`config.mk`:
```
export PLATFORM = sky130hd
export DESIGN_NAME = clock_divider_sequencer_flat
export DESIGN_NICKNAME = d
export VERILOG_FILES = /design/src/rtl/clock_divider_sequencer_if.sv /design/src/rtl/clock_divider_sequencer.sv /design/src/flat_wrapper.sv
export SDC_FILE = /design/constraint.sdc
export NUM_CORES = 1
export LEC_CHECK = 0
export BUFFER_PORTS_ARGS = -buffer_cell sky130_fd_sc_hd__buf_2
export CAP_MARGIN = 20
export CORE_MARGIN = 10
export CORE_UTILIZATION = 50
export DETAILED_ROUTE_END_ITERATION = 16
export GPL_TIMING_DRIVEN = 0
export PLACE_DENSITY_LB_ADDON = 0.25
export SLEW_MARGIN = 20
export SYNTH_ARGS = -nofsm -noshare
export SYNTH_HDL_FRONTEND = slang
export SYNTH_SLANG_ARGS = --single-unit
```
`constraint.sdc`:
```
create_clock -name clock_i -period 8 [get_ports clock_i]
set_clock_uncertainty 0.05 [all_clocks]
set_input_delay 0.8 -clock clock_i [delete_from_list [all_inputs] [get_ports clock_i]]
set_output_delay 0.8 -clock clock_i [all_outputs]
set_load 0.02 [all_outputs]
```
`src/rtl/clock_divider_sequencer_if.sv`:
```
// Divide-factor request channel between a requester (master) and clock_divider_sequencer (slave).
interface clock_divider_sequencer_if #(
   parameter int unsigned DIV_WIDTH = 32
);
   logic                 cfg_valid;
   logic                 cfg_ready;
   logic [DIV_WIDTH-1:0] cfg_div;
   logic                 cfg_err;

   modport master (output cfg_valid, output cfg_div, input cfg_ready, input cfg_err);
   modport slave  (input cfg_valid, input cfg_div, output cfg_ready, output cfg_err);
endinterface

```
`src/rtl/clock_divider_sequencer.sv`:
```
// Sequences reset and divide factor of an integer clock divider; asserts locked once it has settled.
// Optional macro DIV_SEQ_CLAMP_EN: clamp out-of-range requests instead of rejecting them.
module clock_divider_sequencer #(
   parameter int unsigned DIV_WIDTH      = 32,
   parameter int unsigned DEFAULT_DIV    = 2,
   parameter int unsigned MIN_DIV        = 2,
   parameter int unsigned MAX_DIV        = 65535,
   parameter int unsigned HOLD_CYCLES    = 4,
   parameter int unsigned SETTLE_PERIODS = 2
) (
   input  logic                     clock_i,
   input  logic                     reset,
   input  logic                     en,
   clock_divider_sequencer_if.slave cfg,
   output logic [DIV_WIDTH-1:0]     div_factor,
   output logic                     div_reset,
   output logic                     locked,
   output logic                     busy
);
   localparam int unsigned CNT_W = DIV_WIDTH + 8;
   localparam logic [CNT_W-1:0]     HOLD_LAST = CNT_W'(HOLD_CYCLES - 1);
   localparam logic [DIV_WIDTH-1:0] DEF_DIV   = DIV_WIDTH'(DEFAULT_DIV);
   localparam logic [DIV_WIDTH-1:0] LO_DIV    = DIV_WIDTH'(MIN_DIV);
   localparam logic [DIV_WIDTH-1:0] HI_DIV    = DIV_WIDTH'(MAX_DIV);

   typedef enum logic [1:0] {
      ST_HOLD,
      ST_SETTLE,
      ST_LOCKED,
      ST_DISABLED
   } state_e;

   state_e               state_q, state_d;
   logic [CNT_W-1:0]     cnt_q, cnt_d;
   logic [DIV_WIDTH-1:0] div_factor_q, div_factor_d;
   logic                 div_reset_q, div_reset_d;
   logic                 locked_q, locked_d;
   logic                 busy_q, busy_d;
   logic                 cfg_ready_q, cfg_ready_d;
   logic                 cfg_err_q, cfg_err_d;

   logic                 accept;
   logic                 req_legal;
   logic [DIV_WIDTH-1:0] req_div;
   logic [CNT_W-1:0]     settle_target;

   // Request qualification: clamp into range or flag as illegal
   always_comb begin
      req_div   = cfg.cfg_div;
      req_legal = 1'b0;
`ifdef DIV_SEQ_CLAMP_EN
      req_legal = 1'b1;
      if (cfg.cfg_div < LO_DIV) begin
         req_div = LO_DIV;
      end else if (cfg.cfg_div > HI_DIV) begin
         req_div = HI_DIV;
      end
`else
      req_legal = (cfg.cfg_div >= LO_DIV) && (cfg.cfg_div <= HI_DIV);
`endif
   end

   // Next state, counters and registered-output values
   always_comb begin
      state_d       = state_q;
      cnt_d         = cnt_q;
      div_factor_d  = div_factor_q;
      cfg_err_d     = 1'b0;
      accept        = cfg.cfg_valid && cfg_ready_q;
      settle_target = CNT_W'(SETTLE_PERIODS) * CNT_W'(div_factor_q);

      case (state_q)
         ST_HOLD: begin
            if (cnt_q == HOLD_LAST) begin
               state_d = ST_SETTLE;
               cnt_d   = '0;
            end else begin
               cnt_d = cnt_q + CNT_W'(1);
            end
         end
         ST_SETTLE: begin
            if ((cnt_q + CNT_W'(1)) == settle_target) begin
               state_d = ST_LOCKED;
               cnt_d   = '0;
            end else begin
               cnt_d = cnt_q + CNT_W'(1);
            end
         end
         ST_LOCKED: begin
            cnt_d = '0;
         end
         ST_DISABLED: begin
            if (en) begin
               state_d = ST_HOLD;
               cnt_d   = '0;
            end
         end
         default: begin
            state_d = ST_HOLD;
            cnt_d   = '0;
         end
      endcase

      // Factor only moves while the divider is (or is about to be) held in reset
      if (accept) begin
         if (req_legal) begin
            div_factor_d = req_div;
            if (state_q == ST_LOCKED) begin
               state_d = ST_HOLD;
               cnt_d   = '0;
            end
         end else begin
            cfg_err_d = 1'b1;
         end
      end

      if (!en) begin
         state_d = ST_DISABLED;
         cnt_d   = '0;
      end

`ifdef DIV_SEQ_CLAMP_EN
      cfg_err_d = 1'b0;
`endif

      div_reset_d = (state_d == ST_HOLD) || (state_d == ST_DISABLED);
      locked_d    = (state_d == ST_LOCKED);
      busy_d      = (state_d == ST_HOLD) || (state_d == ST_SETTLE);
      cfg_ready_d = (state_d == ST_LOCKED) || (state_d == ST_DISABLED);
   end

   always_ff @(posedge clock_i) begin
      if (reset) begin
         state_q      <= ST_HOLD;
         cnt_q        <= '0;
         div_factor_q <= DEF_DIV;
         div_reset_q  <= 1'b1;
         locked_q     <= 1'b0;
         busy_q       <= 1'b1;
         cfg_ready_q  <= 1'b0;
         cfg_err_q    <= 1'b0;
      end else begin
         state_q      <= state_d;
         cnt_q        <= cnt_d;
         div_factor_q <= div_factor_d;
         div_reset_q  <= div_reset_d;
         locked_q     <= locked_d;
         busy_q       <= busy_d;
         cfg_ready_q  <= cfg_ready_d;
         cfg_err_q    <= cfg_err_d;
      end
   end

   assign div_factor    = div_factor_q;
   assign div_reset     = div_reset_q;
   assign locked        = locked_q;
   assign busy          = busy_q;
   assign cfg.cfg_ready = cfg_ready_q;
   assign cfg.cfg_err   = cfg_err_q;
endmodule

```
`src/flat_wrapper.sv`:
```
// flat-port wrapper written by rule: the top's interface ports become plain ports
module clock_divider_sequencer_flat 
#(
   parameter int unsigned DIV_WIDTH      = 32,
   parameter int unsigned DEFAULT_DIV    = 2,
   parameter int unsigned MIN_DIV        = 2,
   parameter int unsigned MAX_DIV        = 65535,
   parameter int unsigned HOLD_CYCLES    = 4,
   parameter int unsigned SETTLE_PERIODS = 2
)
  (clock_i, reset, en, div_factor, div_reset, locked, busy, cfg_cfg_valid, cfg_cfg_div, cfg_cfg_ready, cfg_cfg_err);
  clock_divider_sequencer_if #(.DIV_WIDTH(DIV_WIDTH)) cfg_i ();
  input  logic clock_i;
  input  logic reset;
  input  logic en;
  output logic [DIV_WIDTH-1:0] div_factor;
  output logic div_reset;
  output logic locked;
  output logic busy;
  input wire logic [$bits(cfg_i.cfg_valid)-1:0] cfg_cfg_valid;
  input wire logic [$bits(cfg_i.cfg_div)-1:0] cfg_cfg_div;
  output wire logic [$bits(cfg_i.cfg_ready)-1:0] cfg_cfg_ready;
  output wire logic [$bits(cfg_i.cfg_err)-1:0] cfg_cfg_err;
  assign cfg_i.cfg_valid = cfg_cfg_valid;
  assign cfg_i.cfg_div = cfg_cfg_div;
  assign cfg_cfg_ready = cfg_i.cfg_ready;
  assign cfg_cfg_err = cfg_i.cfg_err;
  clock_divider_sequencer #(.DIV_WIDTH(DIV_WIDTH), .DEFAULT_DIV(DEFAULT_DIV), .MIN_DIV(MIN_DIV), .MAX_DIV(MAX_DIV), .HOLD_CYCLES(HOLD_CYCLES), .SETTLE_PERIODS(SETTLE_PERIODS)) u_core (.clock_i(clock_i), .reset(reset), .en(en), .cfg(cfg_i), .div_factor(div_factor), .div_reset(div_reset), .locked(locked), .busy(busy));
endmodule
```
==> impl_metrics.json <==
{
  "place_ws_ns": 3.64,
  "dp_hpwl_um": 10400,
  "netlist_area_um2": 4410,
  "cp_max_fo": 9,
  "synth_seq_cells": 79,
  "p_per_area_nw_per_um2": 156,
  "dieArea_um2": 13000,
  "p_sw_share_pct": 22.8,
  "hold_buffers": 0,
  "switchingPower_uw": 183,
  "yosys.area_share.simple_pct": 34.2,
  "ctsLongestPathBuffers": 2,
  "core_area_um2": 8640,
  "synth_largest_area_cell": "dfxtp_1",
  "fin_ws_ns": 3.57,
  "postCtsResizedCells": 0,
  "grt_usage_pct": 21.0,
  "syn_to_final_growth_pct": 16.7,
  "num-fill-cells": 789,
  "period_share_pct": 55.4,
  "drive_gt1_share_pct": 19.5,
  "synth_cell_types": 58,
  "fin_hold_ws_ns": 0.399,
  "setup_violations": 0,
  "synth_top_family_by_area": "simple AND/OR/NAND/NOR gates",
  "outcome": "finished, final reports clean",
  "final-hold-violation-count": 0,
  "cts_inserted_buffers": 9,
  "cts_tree": "done",
  "placementRows": 34,
  "worst_ep_required_time_ns": 8.19,
  "synth_edf_count": 0,
  "critPathLaunchType": "register",
  "gp_congestion": 0.994,
  "slew_headroom_pct": 49.2,
  "syn_nets": 558,
  "fmaxAchievable_mhz": 226,
  "pwr-share-comb_pct": 4.7,
  "ys_warn_count": 0,
  "synthMuxAreaShare_pct": 3.89,
  "synth_compound_area_share_pct": 7.18,
  "portBuffers": 71,
  "grt_max_degree": 15,
  "crit_type": "register to register",
  "vias_per_cell": 5.96,
  "first_iter_violations": 365,
  "clock_sinks": 79,
  "synth.most_common_cell": "dfxtp_1",
  "arrival_ns": 4.63,
  "grt_pass1_vias": 4182,
  "antenna_cells": 0,
  "place_inst": 698,
  "initial_core_util_pct": 51.1,
  "ys_async_sr_fraction_pct": 0,
  "drt-total-wl_um": 13700,
  "synth_top_area_share_pct": 35.9,
  "die_y_um": 114,
  "syn_inst": 519,
  "grt_pass1_wl_um": 21900,
  "hold_class": "register to register",
  "synth_top_cells_by_area": "dfxtp_1, xnor2_1, nor3_1",
  "clock_latency_ns": 0.37,
  "power_frac_seq_pct": 49.7,
  "drtAntennaViolNets": 0,
  "pwr-share-clk_pct": 45.6,
  "root_buffer": "clkbuf_8",
  "die_w_um": 114,
  "drc": 0,
  "fin_nets": 640,
  "finalSetupTns_ns": 0,
  "total_power_uw": 801,
  "clkTransAtPathRegs_ns": 0.09,
  "drv_slew": 0,
  "antenna_found_initial": 0,
  "post_cts_buffers": 0,
  "synth_fa_ha_area_share_pct": 0.851,
  "synthFlopType": "dfxtp_1",
  "p_leak_nw": 1.91,
  "instances_no_fill": 714,
  "end_kind": "register",
  "yosys-top-cells-count": "dfxtp_1, nor2_1, nor3_1",
  "drv_cap": 0,
  "yosysSeqAreaShare_pct": 35.9,
  "cts_htree_levels": 3,
  "drt-pass1-iter-count": 5,
  "vdd_drop_max_uv": 103,
  "synthXorXnorAreaFrac_pct": 12.7,
  "intPower_uw": 618,
  "rsz0062_at_grt": "no",
  "syn_avg_cell_area_um2": 8.50,
  "tightest_slew_ns": 0.762,
  "gr-total-overflow": 0,
  "period_needed_ns": 4.43,
  "ios": 73,
  "via_count": 4252,
  "wl_per_cell_um": 19.2
}
## worst max-delay path: stages, from the launching register on
cell	delay [ns]
dfxtp_1	0.48
ha_1	0.19
buf_2	0.20
and4_1	0.30
nand3_1	0.32
or3_4	0.44
xor2_1	0.21
o2111ai_1	0.14
or4b_4	0.58
nor4_4	0.41
nand4_1	0.20
and2_1	0.20
ha_1	0.21
o41ai_1	0.31
a31oi_1	0.07
## sequential cells by signal (all words and copies together) (netlist names)
register / count
u_core.cnt_q: 40
u_core.div_factor: 32
u_core.state_q: 2
u_core.busy: 1
u_core.cfg.cfg_err: 1
u_core.cfg.cfg_ready: 1
u_core.div_reset: 1
u_core.locked: 1
## layout by cell type (no fill, tap or decap), types with 3 or more instances in the layout
| cell | n |
|---|---|
| nand2_1 | 32 |
| nand3_1 | 23 |
| clkbuf_1 | 20 |
| a31oi_1 | 7 |
| nand4b_1 | 3 |
| clkinv_4 | 3 |
| buf_2 | 82 |
| inv_1 | 10 |
| nand4_1 | 25 |
| ha_1 | 3 |
| o21ai_0 | 10 |
| buf_4 | 3 |
| or4_1 | 5 |
| clkbuf_8 | 9 |
| nor3b_1 | 6 |
| mux2i_1 | 16 |
| or2_2 | 3 |
| and4_1 | 6 |
| xnor2_1 | 38 |
| bufinv_16 | 3 |
| nor2b_1 | 5 |
| a21oi_1 | 6 |
| dfxtp_1 | 79 |
| and2_1 | 19 |
| and3_1 | 8 |
| or3_1 | 3 |
| nand2b_1 | 6 |
| nor3_1 | 41 |
| buf_6 | 4 |
| nor2_1 | 43 |
| nor4_1 | 27 |
| xor2_1 | 21 |
## worst paths after layout
check | start | end | slack (ns) | depth (start not counted)
setup / recovery | u_core.cnt_q[0] | u_core.busy | 3.57 | 14
hold reg to reg | u_core.cfg.cfg_ready | u_core.cfg.cfg_err | 0.40 | 2
hold / removal | u_core.cfg.cfg_ready | u_core.cfg.cfg_err | 0.40 | 2
setup reg to reg | u_core.cnt_q[0] | u_core.busy | 3.57 | 14
## power groups by stage
stage / combinational, mW / sequential [mW] / clock (mW)
3_5_place_dp: 0.0372 / 0.408 / 0
6_report: 0.0373 / 0.398 / 0.366
4_1_cts: 0.0373 / 0.398 / 0.366
3_3_place_gp: 0.0359 / 0.407 / 0
2_1_floorplan: 0.0158 / 0.409 / 0
5_1_grt: 0.0409 / 0.399 / 0.385
## per-stage QoR
stage | utilization (%) | cell area [um^2]
after CTS | 59.6 | 5150
after global placement | 56.8 | 4900
final | 59.6 | 5150
after floorplan | - | 4410
after detailed placement | 56.8 | 4900
after global routing | 59.6 | 5150
## cells by family after synthesis
group / after synthesis
buffers and inverters: 48
adder cells (fa/ha/maj): 3
flip-flops: 79
AO/OA/AOI/OAI: 45
AND/OR/NAND/NOR: 266
multiplexers: 17
XOR/XNOR: 61
## area by class of cell
class                   count  area, um^2  share of cell area [%]
clock buffers               9         124                    2.41
flip-flops and latches     79        1580                    30.7
clock inverters             7         121                    2.36
plain buffers              38         198                    3.84
repair buffers             71         355                    6.90
multi-input cells         392        2590                    50.4
well taps                 108         135                    2.63
inverters                  10        37.5                   0.729
## metal layers
layer	GRT usage [%]	routed length, um	vias up
li1	-	-	2045
met1	26.1	6010	1955
met2	32.6	6100	218
met3	6.19	1130	34
met4	9.44	500	0
met5	0	0	-
No activity file was read; power rests on OpenSTA's default activity.
